### src/rtl/load_store_unit_if.sv
// Bundle of core-side request/response and memory-side bus signals for the load/store unit.
// The slave modport is the unit's view; master is the core plus memory environment.
interface load_store_unit_if;
    logic        req_valid;
    logic        req_ready;
    logic        req_is_store;
    logic [2:0]  req_funct3;
    logic [31:0] req_addr;
    logic [31:0] req_wdata;
    logic        resp_valid;
    logic [31:0] resp_rdata;
    logic        resp_err;
    logic        mem_req;
    logic        mem_we;
    logic [31:0] mem_addr;
    logic [31:0] mem_wdata;
    logic [3:0]  mem_wstrb;
    logic        mem_ack;
    logic [31:0] mem_rdata;

    modport slave (
        input  req_valid, req_is_store, req_funct3, req_addr, req_wdata, mem_ack, mem_rdata,
        output req_ready, resp_valid, resp_rdata, resp_err,
        output mem_req, mem_we, mem_addr, mem_wdata, mem_wstrb
    );

    modport master (
        output req_valid, req_is_store, req_funct3, req_addr, req_wdata, mem_ack, mem_rdata,
        input  req_ready, resp_valid, resp_rdata, resp_err,
        input  mem_req, mem_we, mem_addr, mem_wdata, mem_wstrb
    );
endinterface

### src/rtl/load_store_unit.sv
// Load/store unit: decodes RV32I load/store requests, issues word-aligned memory accesses with
// byte strobes, and returns extended load data or an error (misaligned, illegal, timeout).
module load_store_unit #(
    parameter int unsigned TIMEOUT_CYCLES = 16,
    parameter int unsigned CNT_WIDTH      = 8
) (
    input logic               clk,
    input logic               rst_n,
    load_store_unit_if.slave  bus_io
);

    typedef enum logic [1:0] {StIdle, StAccess, StResp} state_e;

    localparam bit TimeoutEn = (TIMEOUT_CYCLES != 0);
    localparam int unsigned TimeoutLastInt = TimeoutEn ? TIMEOUT_CYCLES - 1 : 0;
    localparam logic [CNT_WIDTH-1:0] TimeoutLast = CNT_WIDTH'(TimeoutLastInt);

    state_e               state_q, state_d;
    logic                 ready_q, ready_d;
    logic [CNT_WIDTH-1:0] cnt_q, cnt_d;
    logic                 is_store_q, is_store_d;
    logic [2:0]           funct3_q, funct3_d;
    logic [31:0]          addr_q, addr_d;
    logic [31:0]          wdata_q, wdata_d;
    logic [31:0]          rdata_q, rdata_d;
    logic                 err_q, err_d;

    logic                 legal;
    logic                 misaligned;
    logic [31:0]          shifted;
    logic [31:0]          load_ext;
    logic [31:0]          fmt_wdata;
    logic [3:0]           fmt_wstrb;
    logic                 in_access;
    logic                 in_resp;

    // Request decode is only consumed on the accept edge; it never reaches mem_* directly.
    always_comb begin
        legal      = 1'b0;
        misaligned = 1'b0;
        if (bus_io.req_is_store) begin
            legal = (bus_io.req_funct3 == 3'b000) || (bus_io.req_funct3 == 3'b001) ||
                    (bus_io.req_funct3 == 3'b010);
        end else begin
            legal = (bus_io.req_funct3 == 3'b000) || (bus_io.req_funct3 == 3'b001) ||
                    (bus_io.req_funct3 == 3'b010) || (bus_io.req_funct3 == 3'b100) ||
                    (bus_io.req_funct3 == 3'b101);
        end
        if (bus_io.req_funct3[1:0] == 2'b01) begin
            misaligned = bus_io.req_addr[0];
        end else if (bus_io.req_funct3[1:0] == 2'b10) begin
            misaligned = (bus_io.req_addr[1:0] != 2'b00);
        end
    end

    always_comb begin
        fmt_wdata = wdata_q;
        fmt_wstrb = 4'b1111;
        case (funct3_q[1:0])
            2'b00: begin
                fmt_wdata = {4{wdata_q[7:0]}};
                fmt_wstrb = 4'b0001 << addr_q[1:0];
            end
            2'b01: begin
                fmt_wdata = {2{wdata_q[15:0]}};
                fmt_wstrb = 4'b0011 << addr_q[1:0];
            end
            default: begin
                fmt_wdata = wdata_q;
                fmt_wstrb = 4'b1111;
            end
        endcase
    end

    always_comb begin
        shifted  = bus_io.mem_rdata >> {addr_q[1:0], 3'b000};
        load_ext = shifted;
        case (funct3_q)
            3'b000:  load_ext = {{24{shifted[7]}}, shifted[7:0]};
            3'b100:  load_ext = {24'h0, shifted[7:0]};
            3'b001:  load_ext = {{16{shifted[15]}}, shifted[15:0]};
            3'b101:  load_ext = {16'h0, shifted[15:0]};
            default: load_ext = shifted;
        endcase
    end

    always_comb begin
        state_d    = state_q;
        cnt_d      = cnt_q;
        is_store_d = is_store_q;
        funct3_d   = funct3_q;
        addr_d     = addr_q;
        wdata_d    = wdata_q;
        rdata_d    = rdata_q;
        err_d      = err_q;
        case (state_q)
            StIdle: begin
                cnt_d = '0;
                if (bus_io.req_valid && ready_q) begin
                    is_store_d = bus_io.req_is_store;
                    funct3_d   = bus_io.req_funct3;
                    addr_d     = bus_io.req_addr;
                    wdata_d    = bus_io.req_wdata;
                    rdata_d    = '0;
                    if (!legal || misaligned) begin
                        state_d = StResp;
                        err_d   = 1'b1;
                    end else begin
                        state_d = StAccess;
                        err_d   = 1'b0;
                    end
                end
            end
            StAccess: begin
                // Ack takes priority over a timeout landing in the same cycle.
                if (bus_io.mem_ack) begin
                    state_d = StResp;
                    err_d   = 1'b0;
                    rdata_d = is_store_q ? 32'h0 : load_ext;
                end else if (TimeoutEn && (cnt_q == TimeoutLast)) begin
                    state_d = StResp;
                    err_d   = 1'b1;
                    rdata_d = '0;
                end else begin
                    cnt_d = cnt_q + 1'b1;
                end
            end
            StResp: begin
                state_d = StIdle;
            end
            default: begin
                state_d = StIdle;
            end
        endcase
        ready_d = (state_d == StIdle);
    end

    always_ff @(posedge clk or negedge rst_n) begin
        if (!rst_n) begin
            state_q    <= StIdle;
            ready_q    <= 1'b0;
            cnt_q      <= '0;
            is_store_q <= 1'b0;
            funct3_q   <= 3'b000;
            addr_q     <= '0;
            wdata_q    <= '0;
            rdata_q    <= '0;
            err_q      <= 1'b0;
        end else begin
            state_q    <= state_d;
            ready_q    <= ready_d;
            cnt_q      <= cnt_d;
            is_store_q <= is_store_d;
            funct3_q   <= funct3_d;
            addr_q     <= addr_d;
            wdata_q    <= wdata_d;
            rdata_q    <= rdata_d;
            err_q      <= err_d;
        end
    end

    assign in_access = (state_q == StAccess);
    assign in_resp   = (state_q == StResp);

    assign bus_io.req_ready  = ready_q;
    assign bus_io.resp_valid = in_resp;
    assign bus_io.resp_rdata = in_resp ? rdata_q : 32'h0;
    assign bus_io.resp_err   = in_resp & err_q;
    assign bus_io.mem_req    = in_access;
    assign bus_io.mem_we     = in_access & is_store_q;
    assign bus_io.mem_addr   = in_access ? {addr_q[31:2], 2'b00} : 32'h0;
    assign bus_io.mem_wdata  = (in_access && is_store_q) ? fmt_wdata : 32'h0;
    assign bus_io.mem_wstrb  = (in_access && is_store_q) ? fmt_wstrb : 4'b0000;

endmodule

### src/flat_wrapper.sv
// flat-port wrapper written by rule: the top's interface ports become plain ports
module load_store_unit_flat 
#(
    parameter int unsigned TIMEOUT_CYCLES = 16,
    parameter int unsigned CNT_WIDTH      = 8
)
  (clk, rst_n, bus_io_req_valid, bus_io_req_is_store, bus_io_req_funct3, bus_io_req_addr, bus_io_req_wdata, bus_io_mem_ack, bus_io_mem_rdata, bus_io_req_ready, bus_io_resp_valid, bus_io_resp_rdata, bus_io_resp_err, bus_io_mem_req, bus_io_mem_we, bus_io_mem_addr, bus_io_mem_wdata, bus_io_mem_wstrb);
  load_store_unit_if bus_io_i ();
  input logic clk;
  input logic rst_n;
  input wire logic [$bits(bus_io_i.req_valid)-1:0] bus_io_req_valid;
  input wire logic [$bits(bus_io_i.req_is_store)-1:0] bus_io_req_is_store;
  input wire logic [$bits(bus_io_i.req_funct3)-1:0] bus_io_req_funct3;
  input wire logic [$bits(bus_io_i.req_addr)-1:0] bus_io_req_addr;
  input wire logic [$bits(bus_io_i.req_wdata)-1:0] bus_io_req_wdata;
  input wire logic [$bits(bus_io_i.mem_ack)-1:0] bus_io_mem_ack;
  input wire logic [$bits(bus_io_i.mem_rdata)-1:0] bus_io_mem_rdata;
  output wire logic [$bits(bus_io_i.req_ready)-1:0] bus_io_req_ready;
  output wire logic [$bits(bus_io_i.resp_valid)-1:0] bus_io_resp_valid;
  output wire logic [$bits(bus_io_i.resp_rdata)-1:0] bus_io_resp_rdata;
  output wire logic [$bits(bus_io_i.resp_err)-1:0] bus_io_resp_err;
  output wire logic [$bits(bus_io_i.mem_req)-1:0] bus_io_mem_req;
  output wire logic [$bits(bus_io_i.mem_we)-1:0] bus_io_mem_we;
  output wire logic [$bits(bus_io_i.mem_addr)-1:0] bus_io_mem_addr;
  output wire logic [$bits(bus_io_i.mem_wdata)-1:0] bus_io_mem_wdata;
  output wire logic [$bits(bus_io_i.mem_wstrb)-1:0] bus_io_mem_wstrb;
  assign bus_io_i.req_valid = bus_io_req_valid;
  assign bus_io_i.req_is_store = bus_io_req_is_store;
  assign bus_io_i.req_funct3 = bus_io_req_funct3;
  assign bus_io_i.req_addr = bus_io_req_addr;
  assign bus_io_i.req_wdata = bus_io_req_wdata;
  assign bus_io_i.mem_ack = bus_io_mem_ack;
  assign bus_io_i.mem_rdata = bus_io_mem_rdata;
  assign bus_io_req_ready = bus_io_i.req_ready;
  assign bus_io_resp_valid = bus_io_i.resp_valid;
  assign bus_io_resp_rdata = bus_io_i.resp_rdata;
  assign bus_io_resp_err = bus_io_i.resp_err;
  assign bus_io_mem_req = bus_io_i.mem_req;
  assign bus_io_mem_we = bus_io_i.mem_we;
  assign bus_io_mem_addr = bus_io_i.mem_addr;
  assign bus_io_mem_wdata = bus_io_i.mem_wdata;
  assign bus_io_mem_wstrb = bus_io_i.mem_wstrb;
  load_store_unit #(.TIMEOUT_CYCLES(TIMEOUT_CYCLES), .CNT_WIDTH(CNT_WIDTH)) u_core (.clk(clk), .rst_n(rst_n), .bus_io(bus_io_i));
endmodule
### config.mk
export PLATFORM = sky130hd
export DESIGN_NAME = load_store_unit_flat
export DESIGN_NICKNAME = d
export VERILOG_FILES = /design/src/rtl/load_store_unit_if.sv /design/src/rtl/load_store_unit.sv /design/src/flat_wrapper.sv
export SDC_FILE = /design/constraint.sdc
export NUM_CORES = 1
export LEC_CHECK = 0
export CAP_MARGIN = 20
export CORE_MARGIN = 2
export CORE_UTILIZATION = 46
export CTS_CLUSTER_DIAMETER = 100
export CTS_CLUSTER_SIZE = 14
export DETAILED_ROUTE_END_ITERATION = 7
export PLACE_DENSITY = 0.81
export SYNTH_ARGS = -nofsm -noshare
export SYNTH_HDL_FRONTEND = slang
export SYNTH_SLANG_ARGS = --single-unit
### constraint.sdc
create_clock -name clk -period 2.2 [get_ports clk]
set_input_delay 0.44 -clock clk [delete_from_list [all_inputs] [get_ports clk]]
set_output_delay 0.44 -clock clk [all_outputs]
set_load 0.1 [all_outputs]
* After elaboration in Yosys (flattened, before gate mapping) *
Cells that the tools add are included.

storage, ports and cells
  flip-flop bits (word level) = 112
  output and inout bits = 105
  input port bits = 104
  word-level logic and storage cells = 78

operators by class
  multiplexer cells = 28
  shifts and indexed selects = 3
  eq/ne operators = 17
  reductions and logical operators = 18
  bitwise operators = 2
  add/sub/neg operators = 1

operator list
  kind                                             number
  2-to-1 mux 32 bit                                7
  case mux 32 bit (2 select lines)                 2
  case mux 32 bit (4 select lines)                 1
  right shift 32 x 5 -> 32 bit                     1
  2-to-1 mux 8 bit                                 2
  case mux 8 bit (2 select lines)                  1
  == test 3 bit, second input constant             4
  adder 8 x 1 -> 8 bit, second input constant      1
  == test 8 x 4 -> 1 bit, second input constant    1
  2-to-1 mux 2 bit                                 4
  case mux 4 bit (2 select lines)                  1
  2-to-1 mux 1 bit                                 7
  == test 2 x 1 -> 1 bit, second input constant    3
  == test 3 x 1 -> 1 bit, second input constant    2
  zero test 2 bit                                  3
  zero test 3 bit                                  2
  AND reduction 3 bit                              2
  logical OR 1 bit                                 5
  == test 2 bit, second input constant             2
  2-to-1 mux 4 bit                                 1
  inequality test 2 bit, second input constant     2
  case mux 2 bit (2 select lines)                  1
  nonzero test 2 bit                               2
  << shifter 1 x 2 -> 4 bit, first input constant  1
  other kinds (9)                                  11

* Longest topological paths before layout *
  word-level depth = 12
  depth in mapped cells = 7
  gate-level depth less buffers = 5

* Least setup slack after synthesis *
OpenSTA, ideal clock, no wires.

  path kind = flip-flop to output port
  start point = register u_core.addr_q[1]
  end point = output port bus_io_mem_wstrb[3]
  cell stages (with the launch flop) = 6
  buffers on the path = 3
  data arrival time = 2.714 ns
  setup slack = -0.954 ns
  data required time = 1.760 ns
  cells stage by stage = dfrtp_1 > buf_4 > clkbuf_1 > clkbuf_1 > o21ai_0 > a21oi_1

on the way
  longest elaborated chain between the ends = 3

RTL lines
  item                                                                    RTL line                                      RTL
  start, declared                                                         load_store_unit.sv:23                         logic [31:0] addr_q, addr_d;
  start signal, assigned                                                  load_store_unit.sv:155                        addr_q <= addr_d;
  << shifter 2 x 2 -> 4 bit or << shifter 1 x 2 -> 4 bit (tied branches)  load_store_unit.sv:66, load_store_unit.sv:62
  case mux 4 bit (2 select lines) *                                       load_store_unit.sv:59                         case (funct3_q[1:0])
  2-to-1 mux 4 bit *                                                      load_store_unit.sv:173                        assign bus_io.mem_wstrb = (in_access && is_store_q) ? fmt_wstrb : 4'b0000;
  end, declared                                                           flat_wrapper.sv:26                            output wire logic [$bits(bus_io_i.mem_wstrb)-1:0] bus_io_mem_wstrb;

Mark *: on every way between the ends. The rest lies on a longest branch, timed or not.

* Worst setup path in the final report *
  start point = register u_core.state_q[0]
  end point = output port bus_io_mem_wdata[3]

on the way
  longest elaborated chain between the ends = 3

RTL lines
  item                    RTL line                RTL
  start, declared         load_store_unit.sv:18   state_e state_q, state_d;
  start signal, assigned  load_store_unit.sv:140  state_q <= StIdle;
  start signal, assigned  load_store_unit.sv:150  state_q <= state_d;
  == test 2 x 1 -> 1 bit  load_store_unit.sv:162  assign in_access = (state_q == StAccess);
  logical AND 1 bit       load_store_unit.sv:172  assign bus_io.mem_wdata = (in_access && is_store_q) ? fmt_wdata : 32'h0;
  2-to-1 mux 32 bit       load_store_unit.sv:172
  end, declared           flat_wrapper.sv:25      output wire logic [$bits(bus_io_i.mem_wdata)-1:0] bus_io_mem_wdata;

Every way passes these cells.

==> results.py <==
metrics = {
    "final_layout": {
        "drive_above_1_share_pct": 39.4,
        "fin_util_pct": 79.7,
        "area_growth_pct": 69.3,
        "antennaDiodeCount": 0,
        "fillCellCount": 725,
        "finalNetCount": 862,
    },
    "global_route": {
        "grt.overflow.total": 0,
        "grt_max_degree": 113,
        "grt_pass1_wl_um": 31500,
        "grt_pass1_vias": 5654,
        "grtUsageTotal_pct": 29.0,
        "antenna_found_initial": 0,
    },
    "sta": {
        "fmax_ghz": 0.454,
        "hold_viol": 0,
        "final-setup-viol-count": 1,
        "setup_ws_ns": -0.00408,
        "slew_headroom_pct": 58.5,
        "skew_ns": 0.0114,
        "rsz0062_at_grt": "true",
        "tightest_slew_ns": 0.622,
        "post-route-min-period_ns": 2.20,
        "min_period_over_period_pct": 100,
        "drv_slew": 0,
    },
    "routing": {
        "vias": 5253,
        "drt_first_pass_iters": 5,
        "drc": 0,
        "vias_per_cell": 5.62,
        "post_drt_wl_per_cell_um": 21.4,
        "drtAntennaViolNets": 0,
        "wl_um": 20000,
        "drt-initial-drc-count": 381,
    },
    "floorplanning": {
        "initial_core_util_pct": 47.1,
        "core_area_um2": 12600,
        "die_w_um": 118,
        "die-area_um2": 13800,
        "die_h_um": 118,
        "rows": 41,
        "ioPinCount": 209,
    },
    "logic_synthesis": {
        "ys.flop_type": "dfrtp_1",
        "synth_top_cell_by_area": "dfrtp_1",
        "synth-edff-count": 0,
        "avgSynthCellArea_um2": 10.8,
        "seq_area_frac_synth_pct": 47.2,
        "synthTopCellsByArea": "dfrtp_1, mux2_2, and2_1",
        "synthArstFlopShare_pct": 100,
        "synth_common_cells": "dfrtp_1, mux2_2, and2_1, nor2_1, nand2_1",
        "ys_ff_latch": 112,
        "yosys_warnings": 0,
        "synth_most_common_cell": "dfrtp_1",
        "synth.top_cell.area_share_pct": 47.2,
        "synth_cell_types": 52,
        "syn_inst": 551,
        "netlist_area_um2": 5940,
    },
    "pwr": {
        "finalPower_mw": 12.3,
        "power.density_nw_per_um2": 1230,
        "ir_drop_uv": 824,
        "power_leakage_nw": 4.19,
    },
    "place": {
        "port_buffers": 206,
        "dp_hpwl_um": 14100,
        "gp_congestion": 0.883,
    },
    "clock_tree": {
        "cts_tree": "done",
        "clk_pin_slew_ns": 0.07,
        "clock-sinks": 112,
        "cts.path.max_buffers": 2,
        "clk_latency_ns": 0.36,
        "hold_buffers": 0,
        "ctsRootBufferMaster": "clkbuf_16",
        "htree_levels": 3,
        "cts-buffers-inserted": 9,
    },
    "run_status": {
        "violations": "negative setup slack",
        "status": "finished, violations left",
    },
    "setup_path": {
        "critPathKind": "register to primary output",
        "critPathMaxFanout": 45,
        "worstPathArrival_ns": 1.76,
        "cp-end-kind": "primary output",
        "critPathRequiredTime_ns": 1.76,
        "start_kind": "register",
    },
    "flow_run": {
        "drv_cap": 0,
    },
    "worst_hold_path": {
        "hold_path_class": "input pin to asynchronous set/reset pin",
    },
}
==> worst max-delay path: stages, from the launching register on <==
cell and delay (ns):
dfrtp_2 0.43, nor2b_4 0.27, buf_12 0.26, and3_1 0.25
buf_12 0.19
==> cell families after synthesis <==
family / after synthesis / share of synthesized area, %
simple gates: 185 / 16.9
flops: 112 / 47.2
compound gates: 103 / 12.9
mux: 101 / 18.7
buf+inv: 47 / 3.87
fa+ha+maj: 1 / 0.211
other cells: 1 / 0.0631
xor+xnor: 1 / 0.147
==> placed cells by master (no fill, tap or decap), types with 3 or more instances in the layout <==
cell type	count
o2bb2ai_1	7
buf_12	110
clkdlybuf4s50_1	102
dfrtp_2	5
and2_2	9
a21oi_4	11
and2_1	46
and3_4	4
a21oi_1	15
buf_4	23
mux2i_1	29
nor2_1	25
a21oi_2	6
nand3b_1	7
nor2b_1	8
clkinvlp_4	4
mux2_2	69
o21ai_0	17
and2_4	8
clkbuf_16	9
a221o_1	11
a32o_1	7
nand2_1	32
a211o_1	15
dfrtp_1	107
nand3_1	3
and3_1	4
nor2_4	17
==> registers in the layout (all words and copies together) (netlist names), 2 cells and up <==
name,cells
u_core.state_q,2
u_core.rdata_q,32
u_core.wdata_q,32
u_core.addr_q,32
u_core.cnt_q,8
u_core.funct3_q,3
==> layer usage <==
layer  share of wire, %  vias to the layer above  global-route usage, %  routed length, um
li1                   -                     2369                      -                  -
met1                 38                     2596                   34.1               7640
met2                 50                      247                   48.7               9930
met3                8.9                       41                   9.79               1780
met4                3.0                        0                   11.8                603
met5                  0                        -                      0                  0
==> where the power goes <==
group          total, mW  switching (mW)  internal [mW]
sequential          3.58           0.719           2.86
clock               1.68           0.789          0.889
combinational       7.08            4.17           2.91
total               12.3            5.68           6.66
==> metrics by stage <==
step                std cells  setup TNS, ns  area, um2  worst slack, ns  hold slack (ns)
detailed placement        914          -2.52       9620           -0.183            0.469
floorplan                 552         -0.135       6260           -0.135            0.144
CTS                       933              0      10000          0.00309            0.196
global route              934         -0.826      10100          -0.0432            0.228
global placement          914          -1.69       9620           -0.118            0.461
finish                    934       -0.00408      10100         -0.00408            0.148
==> repair_timing <==
item | in CTS | in global routing
endpoints found under the setup margin | 48 | 80
endpoints found under the hold margin | 0 | 0
buffers inserted | 3 | 1
pin swaps | 1 | 2
gates resized for setup | 16 | 8
==> path summary, 6_finish.rpt <==
kind                       slack (ns)                           start                             end  cells after the start
max in group asynchronous        1.54                           rst_n  u_core.funct3_q[1]$_DFFE_PN0P_                      2
hold reg to reg                  0.48  u_core.rdata_q[23]$_DFFE_PN0P_  u_core.rdata_q[23]$_DFFE_PN0P_                      1
setup reg to reg                 0.28     u_core.cnt_q[6]$_DFFE_PN0P_  u_core.rdata_q[26]$_DFFE_PN0P_                      5
setup / recovery               -0.004     u_core.state_q[0]$_DFF_PN0_             bus_io_mem_wdata[3]                      4
min in group clk                 0.48  u_core.rdata_q[23]$_DFFE_PN0P_  u_core.rdata_q[23]$_DFFE_PN0P_                      1
hold / removal                   0.15                           rst_n   u_core.rdata_q[4]$_DFFE_PN0P_                      2
==> layout make-up <==
cell class	instances	area (um2)	area share, %
clock inverters	6	70.1	0.697
inverters	3	15.0	0.149
multi-input cells	393	3270	32.5
clock buffers	10	229	2.28
flip-flops and latches	112	2810	27.9
well taps	172	215	2.14
repair buffers	238	3450	34.3
No activity file was read; power rests on OpenSTA's default activity.
